File: src/rtl/sha_sched_pkg.sv
// Shared state type, widths and nonce-space helper for sha_batch_scheduler.
// The SHA_SCHED_PERF_CNT_EN build option only changes the top module.
package sha_sched_pkg;

  localparam int NONCE_W = 32;
  localparam int EXT_W   = NONCE_W + 1;

  typedef enum logic [2:0] {
    IDLE,
    LAUNCH,
    WAIT,
    SCAN,
    ADVANCE,
    FINISH
  } sched_state_t;

  // True when a further full batch after base would run past 2^32-1.
  function automatic logic nonceExhausted(
    input logic [NONCE_W-1:0] base,
    input int unsigned        lanes
  );
    logic [EXT_W-1:0] lastNext;
    lastNext = {1'b0, base} + EXT_W'(2 * lanes - 1);
    return lastNext > {1'b0, {NONCE_W{1'b1}}};
  endfunction

endpackage

File: src/rtl/lane_done_tracker.sv
// Sticky per-lane completion mask for one batch of SHA lanes.
// all_done includes completions arriving in the current cycle.
module lane_done_tracker
  import sha_sched_pkg::*;
#(
  parameter int NUM_LANES = 10
) (
  input  logic                 clk,
  input  logic                 rst,
  input  logic                 clear,
  input  logic                 en,
  input  logic [NUM_LANES-1:0] lane_done,
  output logic                 all_done
);

  logic [NUM_LANES-1:0] mask;

  always_ff @(posedge clk or posedge rst) begin
    if (rst) begin
      mask <= '0;
    end else if (clear) begin
      mask <= '0;
    end else if (en) begin
      mask <= mask | lane_done;
    end
  end

  assign all_done = &(mask | lane_done);

endmodule

File: src/rtl/sha_batch_scheduler.sv
// Batch sequencer for parallel SHA lanes: launch, wait, scan, advance.
// Define SHA_SCHED_PERF_CNT_EN to add the 48-bit hash_count port.
module sha_batch_scheduler
  import sha_sched_pkg::*;
#(
  parameter int           NUM_LANES      = 10,
  parameter int           LANE_W         = 4,
  parameter logic [31:0]  NONCE_START    = 32'h0,
  parameter int           TIMEOUT_CYCLES = 4096
) (
  input  logic                 clk,
  input  logic                 rst,
  input  logic                 start,
  input  logic                 abort,
  input  logic [NUM_LANES-1:0] lane_done,
  input  logic                 lane_hit,
  output logic [NUM_LANES-1:0] lane_begin,
  output logic [LANE_W-1:0]    lane_sel,
  output logic [NONCE_W-1:0]   nonce_base,
  output logic                 busy,
  output logic                 done,
  output logic                 found,
  output logic                 error,
  output logic [NONCE_W-1:0]   found_nonce
`ifdef SHA_SCHED_PERF_CNT_EN
  ,
  output logic [47:0]          hash_count
`endif
);

  localparam int WDOG_W = $clog2(TIMEOUT_CYCLES + NUM_LANES + 1);
  localparam int LIDX_W = $clog2(NUM_LANES);

  localparam logic [WDOG_W-1:0] WDOG_LIMIT = WDOG_W'(TIMEOUT_CYCLES);
  localparam logic [LANE_W-1:0] LAST_LANE = LANE_W'(NUM_LANES - 1);
  localparam logic [LIDX_W-1:0] LAST_LAUNCH = LIDX_W'(NUM_LANES - 1);
  localparam logic [NUM_LANES-1:0] LANE_ONE =
    {{(NUM_LANES-1){1'b0}}, 1'b1};

  sched_state_t state, nextState;

  logic [LIDX_W-1:0] launchIdx;
  logic [WDOG_W-1:0] wdog;
  logic allDone;
  logic accept;
  logic tracking;
  logic timedOut;
  logic hitNow;
  logic enterLaunch;

  lane_done_tracker #(
    .NUM_LANES(NUM_LANES)
  ) u_tracker (
    .clk      (clk),
    .rst      (rst),
    .clear    (enterLaunch),
    .en       (tracking),
    .lane_done(lane_done),
    .all_done (allDone)
  );

  always_ff @(posedge clk or posedge rst) begin
    if (rst) begin
      state <= IDLE;
    end else begin
      state <= nextState;
    end
  end

  always_comb begin
    nextState  = state;
    lane_begin = '0;
    accept     = 1'b0;
    tracking   = 1'b0;
    timedOut   = 1'b0;
    hitNow     = 1'b0;
    unique case (state)
      IDLE: begin
        if (start) begin
          accept    = 1'b1;
          nextState = LAUNCH;
        end
      end
      LAUNCH: begin
        tracking   = 1'b1;
        lane_begin = LANE_ONE << launchIdx;
        if (launchIdx == LAST_LAUNCH) begin
          nextState = WAIT;
        end
      end
      WAIT: begin
        tracking = 1'b1;
        // Completion beats a watchdog expiry landing on the same cycle.
        if (allDone) begin
          nextState = SCAN;
        end else if (wdog + 1'b1 >= WDOG_LIMIT) begin
          timedOut  = 1'b1;
          nextState = FINISH;
        end
      end
      SCAN: begin
        if (lane_hit) begin
          hitNow    = 1'b1;
          nextState = FINISH;
        end else if (lane_sel == LAST_LANE) begin
          nextState = ADVANCE;
        end
      end
      ADVANCE: begin
        nextState = nonceExhausted(nonce_base, NUM_LANES) ? FINISH : LAUNCH;
      end
      FINISH: begin
        nextState = IDLE;
      end
      default: begin
        nextState = IDLE;
      end
    endcase
    if (abort) begin
      nextState  = IDLE;
      lane_begin = '0;
      accept     = 1'b0;
      timedOut   = 1'b0;
      hitNow     = 1'b0;
    end
  end

  assign enterLaunch = (nextState == LAUNCH) && (state != LAUNCH);
  assign busy = (state != IDLE);

  always_ff @(posedge clk or posedge rst) begin
    if (rst) begin
      launchIdx   <= '0;
      wdog        <= '0;
      lane_sel    <= '0;
      nonce_base  <= NONCE_START;
      done        <= 1'b0;
      found       <= 1'b0;
      error       <= 1'b0;
      found_nonce <= '0;
    end else begin
      if (state == LAUNCH && nextState == LAUNCH) begin
        launchIdx <= launchIdx + 1'b1;
      end else begin
        launchIdx <= '0;
      end

      if (enterLaunch) begin
        wdog <= '0;
      end else if (tracking) begin
        wdog <= wdog + 1'b1;
      end

      if (state == SCAN && nextState == SCAN) begin
        lane_sel <= lane_sel + 1'b1;
      end else begin
        lane_sel <= '0;
      end

      if (accept) begin
        nonce_base <= NONCE_START;
      end else if (state == ADVANCE && nextState == LAUNCH) begin
        nonce_base <= nonce_base + NONCE_W'(NUM_LANES);
      end

      if (abort || accept) begin
        done        <= 1'b0;
        found       <= 1'b0;
        error       <= 1'b0;
        found_nonce <= '0;
      end else if (nextState == FINISH) begin
        done  <= 1'b1;
        found <= hitNow;
        error <= timedOut;
        if (hitNow) begin
          found_nonce <= nonce_base
            + {{(NONCE_W-LANE_W){1'b0}}, lane_sel};
        end
      end
    end
  end

`ifdef SHA_SCHED_PERF_CNT_EN
  always_ff @(posedge clk or posedge rst) begin
    if (rst) begin
      hash_count <= '0;
    end else if (accept) begin
      hash_count <= '0;
    end else if (state == SCAN && !(&hash_count)) begin
      hash_count <= hash_count + 1'b1;
    end
  end
`endif

endmodule

File: config.mk
export PLATFORM = sky130hd
export DESIGN_NAME = sha_batch_scheduler
export DESIGN_NICKNAME = d
export VERILOG_FILES = /design/src/rtl/sha_sched_pkg.sv /design/src/rtl/lane_done_tracker.sv /design/src/rtl/sha_batch_scheduler.sv
export SDC_FILE = /design/constraint.sdc
export NUM_CORES = 1
export LEC_CHECK = 0
export CORE_ASPECT_RATIO = 0.7
export CORE_MARGIN = 4
export CORE_UTILIZATION = 55
export DETAILED_ROUTE_END_ITERATION = 7
export MAX_ROUTING_LAYER = met4
export PLACE_DENSITY = 0.79
export SLEW_MARGIN = 20
export SYNTH_ARGS = -nofsm -noshare
export SYNTH_HDL_FRONTEND = slang
export SYNTH_SLANG_ARGS = --single-unit
File: constraint.sdc
create_clock -name clk -period 9 [get_ports clk]
set_input_delay 1.35 -clock clk [delete_from_list [all_inputs] [get_ports clk]]
set_output_delay 1.35 -clock clk [all_outputs]
set_load 0.05 [all_outputs]
-- Yosys cells after proc, flatten, opt, wreduce, memory -nomap -nowiden
Cells that the tools add are included.
Widths: inputs -> output; s select.
- add/subtract/negate cells: 6
- $lt $le $gt $ge: 2
- equal/unequal tests: 10
- shift operators: 1
- multiplexer cells: 39
- bitwise operators: 1
- reduce and logical (&&, ||, !) cells: 14
- operators by type and width (cell ; count):
    $mux 32 ; 5
    $mux 10 ; 4
    $add 32x5->33 const B ; 1
    $gt 33x32->1 const B ; 1
    $add 32x4->32 ; 1
    $add 32x4->32 const B ; 1
    $mux 13 ; 2
    $mux 3 ; 8
    $mux 1 ; 17
    $pmux 3 s5 ; 1
    $add 13x1->13 const B ; 1
    $ge 13x13->1 const B ; 1
    $or 10x10->10 ; 1
    $reduce_and 10->1 ; 1
    $shl 1x4->10 const A ; 1
    $eq 3x2->1 const B ; 3
    $add 4x1->4 const B ; 2
    $eq 4x4->1 const B ; 2
    $mux 4 ; 2
    $reduce_bool 2->1 ; 4
    $eq 3x1->1 const B ; 2
    $eq 3x3->1 const B ; 2
    $logic_and 1x1->1 ; 4
    $logic_not 3->1 ; 1
    other kinds (5) ; 5
- flip-flop bits (word level): 101
- input port bits: 15
- output and inout port bits: 82
- logic and storage cells: 83

-- Depth between registers and ports, before layout
- word-level depth: 10
- gate-level depth with buffers: 12
- depth with buffers taken out: 11

-- By module
A second synthesis with hierarchy kept.
- cells, all modules: 642
- area, all modules: 5845.6 um^2
- by module, submodules not included (module ; instances ; cells an instance ; area an instance (um^2) ; seq. area each (um^2)):
    sha_batch_scheduler ; 1 ; 602 ; 5449.0 ; 2252.2
    lane_done_tracker ; 1 ; 40 ; 396.6 ; 250.2

-- Least setup slack after synthesis
No wires, ideal clock.
- path type: input-to-output
- from: in abort
- to: out lane_begin[8]
- data arrival time: 3.012 ns
- data required time: 7.650 ns
- slack: 4.638 ns
- stages on the path: 4
- buffers on the path: 1
- cell sequence: clkbuf_1 nor2_1 nand3_1 nor3b_1
- cells in the longest elaborated chain, start to end: 1
- RTL lines (element ; RTL line ; text):
    from (decl) ; sha_batch_scheduler.sv:14 ; input logic abort,
    $mux 10 ; sha_batch_scheduler.sv:119 ; if (abort) begin
    to (decl) ; sha_batch_scheduler.sv:17 ; output logic [NUM_LANES-1:0] lane_begin,
No other way between the ends.

-- Worst setup path in the final report
- from: in abort
- to: out lane_begin[5]
Same word-level chain as after synthesis.

==> results.sh <==
export IMPL_via_count=5704
export IMPL_arrival_ns=3.66
export IMPL_endpoint_kind="primary output"
export IMPL_ys_types=61
export IMPL_drt_total_wl_um=18400
export IMPL_peakVddDrop_mv=0.108
export IMPL_syn_to_final_growth_pct=20.1
export IMPL_total_power_uw=1130
export IMPL_antennaDiodeCount=0
export IMPL_status="completed"
export IMPL_clockPowerShare_pct=36.1
export IMPL_cp_required_ns=7.65
export IMPL_dpl_cell_area_um2=7020
export IMPL_p_int_uw=789
export IMPL_path_buf_inv=2
export IMPL_grt_max_degree=68
export IMPL_netlist_area_um2=6100
export IMPL_final_cell_mix="dfrtp_1, clkdlybuf4s50_1, nor2_1"
export IMPL_core_area_um2=10600
export IMPL_postCtsHoldBufs=0
export IMPL_gr_total_overflow=0
export IMPL_finalSetupViolCount=0
export IMPL_grt_pass1_vias=5411
export IMPL_dr_first_iter_drc_count=469
export IMPL_fin_util_pct=69.2
export IMPL_critical_path_cell_count=6
export IMPL_slowest_delay_ns=0.81
export IMPL_power_density_nw_per_um2=155
export IMPL_hpwl_um=13300
export IMPL_die_w_um=134
export IMPL_rsz0062_at_grt="false"
export IMPL_fp_row_count=31
export IMPL_reg2reg_depth=10
export IMPL_grtUsageTotal_pct=30.2
export IMPL_cts_buffers=9
export IMPL_port_buffers=95
export IMPL_postCtsResizedCells=0
export IMPL_slew_viol_final=0
export IMPL_wl_per_cell_um=20.2
export IMPL_synth_avg_cell_area_um2=8.69
export IMPL_clock_skew_ns=0.00694
export IMPL_synth_seq_area_share_pct=41.0
export IMPL_cpLargestDelayFamily="buffers and inverters"
export IMPL_p_leak_uw=0.00284
export IMPL_cts_tree="yes"
export IMPL_ant_nets=0
export IMPL_clock_path_buffers=2
export IMPL_start_util_pct=57.6
export IMPL_antenna_found_initial=0
export IMPL_synthArstFlopShare_pct=100
export IMPL_cts_sinks=100
export IMPL_hold_viol=0
export IMPL_post_route_period_util_pct=55.6
export IMPL_ioPinCount=97
export IMPL_syn_inst=702
export IMPL_final_nets=785
export IMPL_viasPerCell=6.28
export IMPL_gp_congestion=1.02
export IMPL_slowest_stage="clkdlybuf4s50_1"
export IMPL_cts_root_buf="clkbuf_16"
export IMPL_relSlewSlack_pct=26.8
export IMPL_worstPathCellList="clkdlybuf4s50_1, nor2_1, nand2_1, nor2_1, and3_1, clkdlybuf4s50_1"
export IMPL_max_freq_mhz=200
export IMPL_worstSetupPathType="input pin to primary output"
export IMPL_syn_num_nets=731
export IMPL_hold_class="register to register"
export IMPL_multi_input_area_um2=3270
export IMPL_dieArea_um2=12900
export IMPL_start_kind="input pin"
export IMPL_hold_depth=2
export IMPL_ctsHtreeMaxLevel=3
export IMPL_ys_flop_type="dfrtp_1"
export IMPL_final_seq_area_um2=2500
export IMPL_postCtsSetupBuffers=0
export IMPL_power_share_sequential_pct=45.9
export IMPL_fin_tns_setup_ns=0
export IMPL_clk_pin_slew_worst_paths_ns=0.07
export IMPL_path_max_fanout=8
export IMPL_pwr_share_comb_pct=18.0
export IMPL_power_switching_uw=344
export IMPL_first_pass_iters=7
export IMPL_drc_errors=0
export IMPL_synth_edf_count=0
export IMPL_synth_warning_count=0
export IMPL_grt_pass1_wl_um=29200
export IMPL_switching_share_pct=30.3
export IMPL_postLayoutCellArea_um2=7330
export IMPL_clk_latency_ns=0.36
export IMPL_max_cap_violations=0
export IMPL_die_h_um=96.1
export IMPL_dp_cells=893
export IMPL_ys_seq_elements=100
export IMPL_fillers=825
export IMPL_final_common_cell="dfrtp_1"
export IMPL_final_cells=909
export IMPL_worstMarginPinSlew_ns=1.09
export IMPL_drive_above_1_share_pct=5.52
export IMPL_post_route_min_period_ns=5.01
stage by stage:
stage | worst slack (ns) | hold WS, ns
after floorplan | 4.64 | 0.463
after global placement | 4.19 | 0.475
after detailed placement | 4.06 | 0.487
after CTS | 4.05 | 0.502
after global routing | 3.87 | 0.513
final | 3.99 | 0.498
final cells by class:
| class | instances | area share, % |
|---|---|---|
| sequential | 100 | 34.2 |
| multi-input combinational | 526 | 44.6 |
| inverter | 20 | 1.06 |
| timing repair buffer | 99 | 13.4 |
| clock inverter | 4 | 0.751 |
| tap | 148 | 2.53 |
| clock buffer | 12 | 3.50 |
synth_stat cells, types with 6 or more instances:
library cell	instances	share of area, %
clkbuf_1	28	1.7
o211ai_1	6	0.74
buf_4	7	0.86
dfrtp_1	100	41
nand4_1	27	2.8
xnor2_1	34	4.9
xor2_1	20	2.9
nand2b_1	8	0.82
o22ai_1	7	0.72
mux2i_1	7	1.1
or3_1	11	1.1
nor3_1	17	1.4
ha_1	14	2.9
nor2_1	74	4.6
a21oi_1	33	2.7
and2_1	7	0.72
buf_2	18	1.5
nand3b_1	8	0.98
o21ai_0	44	3.6
nor4_1	15	1.5
nand2_1	44	2.7
and3_1	14	1.4
inv_1	20	1.2
or4_1	9	1.1
nand3_1	55	4.5
o31ai_1	11	1.4
routing by layer:
metal / vias to the layer above / wire, µm / track usage (%)
met3: 19 / 1290 / 4.75
met1: 2830 / 8900 / 43.7
met2: 241 / 7960 / 44.5
li1: 2614 / - / -
met5: - / 0 / -
met4: 0 / 221 / 8.48
power by group through the flow:
stage | Clock (µW) | Combinational, µW | Sequential, µW
6_report | 409 | 204 | 520
5_1_grt | 436 | 227 | 523
4_1_cts | 415 | 202 | 519
3_5_place_dp | 0 | 202 | 527
3_3_place_gp | 0 | 193 | 525
2_1_floorplan | 0 | 147 | 523
tightest hold or removal path: cells and delay by family (launching register included):
family | cells | cell delay [ns]
flops | 1 | 0.34
simple gates | 1 | 0.07
compound gates | 1 | 0.04
state kept, by name (all words and copies together) (netlist names):
register / count
found: 1
error: 1
done: 1
lane_sel: 4
wdog: 13
state: 3
found_nonce: 32
nonce_base: 31
launchIdx: 4
u_tracker.mask: 10
logic make-up (layout without fill, tap and decap cells):
family	Yosys count	after routing	synth area share, %
muxes	10	10	1.70
DFF	100	100	41.0
and+or+nand+nor	314	314	27.5
adders and majority gates	14	14	2.87
AOI/OAI and AO/OA	133	133	13.6
buffers and inverters	76	135	5.50
xor gates and xnor gates	54	54	7.75
other	1	1	0.0615
worst paths after layout:
check                                          to         startpoint  slack, ns
worst max-delay path                lane_begin[5]              abort       3.99
worst min-delay path            u_tracker.mask[7]  u_tracker.mask[7]       0.50
worst max register to register     nonce_base[30]      nonce_base[2]       4.97
worst min register to register  u_tracker.mask[7]  u_tracker.mask[7]       0.50
max in group asynchronous         found_nonce[11]                rst       6.42
min in group asynchronous         found_nonce[19]                rst       1.35
(Power assumes the default switching activity.)
